`config.mk`:
```
export PLATFORM = sky130hd
export DESIGN_NAME = fc_layer_seq
export DESIGN_NICKNAME = d
export VERILOG_FILES = /design/src/rtl/fc_layer_seq.sv
export SDC_FILE = /design/constraint.sdc
export NUM_CORES = 1
export LEC_CHECK = 0
export ABC_CLOCK_PERIOD_IN_PS = 1820
export BUFFER_PORTS_ARGS = -buffer_cell sky130_fd_sc_hd__clkbuf_2
export CAP_MARGIN = 20
export CORE_ASPECT_RATIO = 0.5
export CORE_UTILIZATION = 37
export DETAILED_ROUTE_END_ITERATION = 12
export PLACE_DENSITY = 0.82
export SYNTH_ARGS = -nofsm -noshare
export SYNTH_HDL_FRONTEND = slang
export SYNTH_SLANG_ARGS = --single-unit
```
`constraint.sdc`:
```
create_clock -name clk -period 1.82 [get_ports clk]
set_input_delay 0.182 -clock clk [delete_from_list [all_inputs] [get_ports clk]]
set_output_delay 0.182 -clock clk [all_outputs]
set_load 0.01 [all_outputs]
```
`src/rtl/fc_layer_seq.sv`:
```
// Sequential fully-connected layer: buffers one activation vector, then computes
// OUT neurons one at a time with a shared LANES-wide MAC fed from an external weight ROM.
module fc_layer_seq #(
  parameter int WIDTH = 8,
  parameter int IN    = 128,
  parameter int OUT   = 10,
  parameter int LANES = 8
) (
  input  logic                              clk,
  input  logic                              rst_n,
  input  logic                              start,
  input  logic                              in_valid,
  output logic                              in_ready,
  input  logic [WIDTH-1:0]                  in_data,
  output logic                              w_en,
  output logic [$clog2(OUT*(IN/LANES))-1:0] w_addr,
  input  logic [LANES*WIDTH-1:0]            w_data,
  output logic                              out_valid,
  input  logic                              out_ready,
  output logic [WIDTH*2+$clog2(IN)-1:0]     out_data,
  output logic [$clog2(OUT)-1:0]            out_idx,
  output logic                              busy,
  output logic                              done
);

  localparam int C      = IN / LANES;
  localparam int ADDR_W = $clog2(OUT * C);
  localparam int PROD_W = 2 * WIDTH;
  localparam int ACC_W  = WIDTH * 2 + $clog2(IN);
  localparam int IDX_W  = $clog2(OUT);
  localparam int C_W    = (C > 1) ? $clog2(C) : 1;
  localparam int LANE_W = (LANES > 1) ? $clog2(LANES) : 1;

  typedef enum logic [2:0] {IDLE, LOAD, RUN, DRAIN, EMIT} state_t;

  state_t state, state_nxt;

  logic [WIDTH-1:0]        act_buf [C][LANES];
  logic [C_W-1:0]          ld_chunk;
  logic [LANE_W-1:0]       ld_lane;
  logic [C_W-1:0]          c;
  logic [IDX_W-1:0]        n;
  logic                    vld_p0;
  logic [C_W-1:0]          c_p0;
  logic signed [ACC_W-1:0] sum_p1;
  logic signed [ACC_W-1:0] acc;
  logic                    done_q;
  logic                    last_beat;
  logic                    last_chunk;
  logic                    last_neuron;
  logic                    hs;

  // Unsigned activation times signed weight; the exact product always fits PROD_W bits.
  function automatic logic signed [PROD_W-1:0] mul_us(input logic [WIDTH-1:0] a,
                                                      input logic signed [WIDTH-1:0] w);
    logic signed [PROD_W-1:0] ax;
    logic signed [PROD_W-1:0] wx;
    ax = $signed(PROD_W'(a));
    wx = PROD_W'(w);
    return ax * wx;
  endfunction

  function automatic logic [ACC_W-1:0] relu(input logic signed [ACC_W-1:0] a);
    return a[ACC_W-1] ? '0 : a;
  endfunction

  assign last_beat   = (ld_chunk == C_W'(C - 1)) && (ld_lane == LANE_W'(LANES - 1));
  assign last_chunk  = (c == C_W'(C - 1));
  assign last_neuron = (n == IDX_W'(OUT - 1));
  assign hs          = out_valid && out_ready;

  always_ff @(posedge clk) begin
    if (!rst_n) state <= IDLE;
    else        state <= state_nxt;
  end

  always_comb begin
    state_nxt = state;
    in_ready  = 1'b0;
    w_en      = 1'b0;
    out_valid = 1'b0;
    unique case (state)
      IDLE: if (start) state_nxt = LOAD;
      LOAD: begin
        in_ready = 1'b1;
        if (in_valid && last_beat) state_nxt = RUN;
      end
      RUN: begin
        w_en = 1'b1;
        if (last_chunk) state_nxt = DRAIN;
      end
      DRAIN: state_nxt = EMIT;
      EMIT: begin
        out_valid = 1'b1;
        if (out_ready) state_nxt = last_neuron ? IDLE : RUN;
      end
      default: state_nxt = IDLE;
    endcase
  end

  always_ff @(posedge clk) begin
    if (!rst_n) begin
      ld_chunk <= '0;
      ld_lane  <= '0;
      c        <= '0;
      n        <= '0;
      vld_p0   <= 1'b0;
      c_p0     <= '0;
      done_q   <= 1'b0;
    end else begin
      done_q <= hs && last_neuron;
      vld_p0 <= w_en;
      c_p0   <= c;
      unique case (state)
        IDLE: begin
          ld_chunk <= '0;
          ld_lane  <= '0;
        end
        LOAD: begin
          if (in_valid) begin
            if (ld_lane == LANE_W'(LANES - 1)) begin
              ld_lane  <= '0;
              ld_chunk <= ld_chunk + 1'b1;
            end else begin
              ld_lane <= ld_lane + 1'b1;
            end
          end
        end
        RUN: c <= last_chunk ? '0 : c + 1'b1;
        EMIT: if (out_ready) n <= last_neuron ? '0 : n + 1'b1;
        default: ;
      endcase
    end
  end

  // Activation buffer is plain storage: survives reset and is only rewritten by LOAD.
  always_ff @(posedge clk) begin
    if (state == LOAD && in_valid) act_buf[ld_chunk][ld_lane] <= in_data;
  end

  // Stage p0 -> p1: weights for chunk c_p0 arrive one cycle after the address was issued.
  always_comb begin
    sum_p1 = '0;
    for (int j = 0; j < LANES; j++) begin
      sum_p1 = sum_p1 + ACC_W'(mul_us(act_buf[c_p0][LANE_W'(j)],
                                       $signed(w_data[j*WIDTH +: WIDTH])));
    end
  end

  // Stage p1 -> acc: chunk 0 restarts the neuron, later chunks accumulate.
  always_ff @(posedge clk) begin
    if (!rst_n)      acc <= '0;
    else if (vld_p0) acc <= (c_p0 == '0) ? sum_p1 : acc + sum_p1;
  end

  assign w_addr   = w_en ? ADDR_W'(ADDR_W'(n) * ADDR_W'(C) + ADDR_W'(c)) : '0;
  assign out_data = relu(acc);
  assign out_idx  = n;
  assign busy     = (state != IDLE);
  assign done     = done_q;

endmodule

```
==> results.tsv <==
stage	metric	value	unit
run_status	outcome	finished, violations left	
critical_path	cp_top_family	buffers and inverters	
drt	vias	1004	
yosys	synthesis.area	1250	µm²
floorplanning	fp.dieW	84.4	µm
timing	hold_violations	0	
critical_path	critPathKind	reg2out	
power_and_ir_drop	power	1230	µW
timing	period_share	93.9	%
timing	setup_viol	0	
global_routing	grt_max_degree	14	
timing	setup_tns	0	ps
power_and_ir_drop	clkPwrFrac	24.4	%
floorplanning	rows	14	
power_and_ir_drop	pwr-share-comb	33.3	%
run_status	violations	design-rule violations	
timing	rsz0062_at_grt	no	
timing	slew_viol_final	0	
timing	postLayoutSetupSlackWorst	111	ps
timing	fmax	585	MHz
power_and_ir_drop	intPower	785	µW
power_and_ir_drop	power_frac_seq	42.4	%
critical_path	path_max_fanout	12	
clock_tree	cts_tree	built	
yosys	yosysWarnings	0	
yosys	async_flop_share	0	%
cells_and_area	area_growth_syn_to_layout	7.98	%
timing	skew	6.00	ps
clock_tree	clock_latency	260	ps
yosys	synth_edf_count	0	
cells_and_area	drive_gt1_share	22.0	%
clock_tree	cts_made_buffers	3	
critical_path	worstPathRequired	1640	ps
placed_design	dp_cells	204	
cells_and_area	nFillCells	287	
cells_and_area	stdcell_count	208	
run	maxCapViolations	0	
drt	routed_via_density	4.83	
critical_path	ff2ff_setup_slack	120	ps
critical_path	crit_path_top_delay_cell	dfxtp_1	
critical_path	crit_arrival	1530	ps
hold_path	hold_class	in2reg	
yosys	synth_top_cell_area_share	30.3	%
timing	finalCriticalPeriod	1710	ps
yosys	syn_inst	147	
power_and_ir_drop	switching_power	448	µW
yosys	synth_area_per_cell	8.54	µm²
floorplanning	dieArea	3640	µm²
critical_path	slowest_delay	370	ps
power_and_ir_drop	p_sw_share	36.3	%
global_routing	grt_pass1_vias	819	
power_and_ir_drop	p_leak	0.000606	µW
drt	dr.pass1.iters	8	
yosys	synth_flop_cell	dfxtp_1	
clock_tree	htree_levels	1	
floorplanning	die_y	43.2	µm
yosys	synth_top_area_cell	dfxtp_1	
placed_design	gp_congestion	0.715	
floorplanning	initial_core_util	40.2	%
clock_tree	clock_path_buffers	2	
critical_path	critPathBufInv	3	
global_routing	grt-ovfl-total	0	
clock_tree	clkSinkCount	19	
clock_tree	ctsHoldBuffers	0	
placed_design	dp.final_hpwl	1.59	mm
cells_and_area	multi_input_area	731	µm²
cells_and_area	antenna_cells	0	
placed_design	dp_slack	148	ps
hold_path	hold_path_depth	3	
global_routing	grt_pass1_wl	3.51	mm
critical_path	reg2reg_depth	6	
yosys	yosysSeqAreaShare	30.3	%
critical_path	crit_chain	buf_4 > nor3b_2 > buf_4 > and2_1 > clkbuf_2	
clock_tree	cts_root_buf	clkbuf_8	
yosys	synth.distinct_cells	41	
drt	drc_errors	2	
drt	drtIter0Drc	50	
placed_design	io_buffers	21	
drt	ant_nets	0	
drt	wl_per_cell	10.5	µm
floorplanning	top_level_ports	117	
power_and_ir_drop	ir_worst_vdd	0.000316	V
critical_path	crit_cells	5	
cells_and_area	seqCellArea	382	µm²
global_routing	grt_antenna_before_repair	0	
global_routing	grtUsageTotal	12.1	%
critical_path	crit_top_cell	buf_4	
critical_path	endpoint_kind	output pin	
floorplanning	core-area	3120	µm²
drt	drt_wl_total	2.19	mm
critical_path	cp-start-kind	register	
clock_tree	clk_pin_slew	70	ps
cells_and_area	nets	250	
clock_tree	post-cts-setup-buffers	0	
power_and_ir_drop	p_per_area	910	nW/µm²
yosys	synth_area_leaders	dfxtp_1 30%, buf_4 15%, and2_1 5.0%, ha_1 4.0%, nand3_1 3.6%	
clock_tree	cts_resized	1	
yosys	synth_seq_cells	19	
## power groups by stage
| stage | Combinational (µW) | Clock, µW | Sequential (µW) |
|---|---|---|---|
| after floorplan | 385 | 0 | 491 |
| after global placement | 395 | 0 | 524 |
| after detailed placement | 407 | 0 | 529 |
| after CTS | 408 | 307 | 520 |
| after global routing | 450 | 323 | 529 |
| final | 410 | 300 | 522 |
## worst register-to-register path: stages, from the launching register on
cell and delay [ps]:
dfxtp_1 360, ha_1 160, ha_1 200, nand2_1 120, or3_1 380, a21o_1 210, o41ai_2 180
## Yosys cell counts, drive strengths merged (2+ instances only)
master    n
o21ai     5
nand3     9
nand2    12
nor2      8
mux2i     4
nor3b     3
a21oi     6
or3       4
clkbuf    3
inv       3
dfxtp    19
xnor2     4
nor2b     4
a31oi     2
ha        4
a2111oi   2
and2     10
buf      27
nand4b    2
## cells in the final DEF, fill, tap and decap left out, drive strengths merged, types with 2 or more instances in the layout
cell and instances:
clkbuf 24, conb 23, dfxtp 19, nand2 12
and2 10, nand3 9, nor2 8, a21oi 6
o21ai 5, or3 4, nor2b 4, mux2i 4
xnor2 4, ha 4, buf 4, inv 3
nor3b 3, a31oi 2, nand4b 2, a2111oi 2
## layout make-up
cell class	count	share of cell area, %
Clock buffer	3	3.05
Inverter	3	0.831
Sequential cell	19	28.2
Tap cell	40	3.69
Multi-Input combinational cell	117	53.9
Clock inverter	1	0.369
Timing Repair Buffer	25	9.97
## path summary, 6_finish.rpt
| path | startpoint | endpoint |
|---|---|---|
| setup / recovery | state[0]$_SDFFE_PN0P_ | w_addr[4] |
| hold / removal | in_valid | ld_lane[2]$_SDFFE_PN0P_ |
| setup reg to reg | ld_lane[0]$_SDFFE_PN0P_ | state[0]$_SDFFE_PN0P_ |
| hold reg to reg | ld_lane[2]$_SDFFE_PN0P_ | ld_lane[2]$_SDFFE_PN0P_ |
## per-layer routing
| layer | share of wire [%] | up-vias | GRT usage, % |
|---|---|---|---|
| met2 | 47 | 40 | 22.1 |
| met5 | 0 | - | 0 |
| li1 | - | 497 | - |
| met4 | 0 | 0 | 2.03 |
| met1 | 47 | 467 | 14.4 |
| met3 | 6.1 | 0 | 3.70 |
## stage by stage
step,hold slack (ps),area (µm²),util (%)
floorplan,342,1340,-
global placement,460,1310,41.9
detailed placement,468,1310,41.9
CTS,267,1360,43.5
global route,292,1360,43.5
finish,276,1360,43.5
## state kept, by name, indices dropped and copies added, names as in the netlist
signal    count
c             4
done          1
ld_chunk      4
ld_lane       3
out_idx       4
state         3
## logic make-up after synthesis
logic type	after synthesis	synth area share [%]
buf+inv	33	18.0
compound gates	22	12.9
other cells	1	0.299
simple gates	59	27.8
mux	4	3.19
xor+xnor	5	3.49
fa+ha+maj	4	3.99
flops	19	30.3
Power figures use the tool's default switching activity.
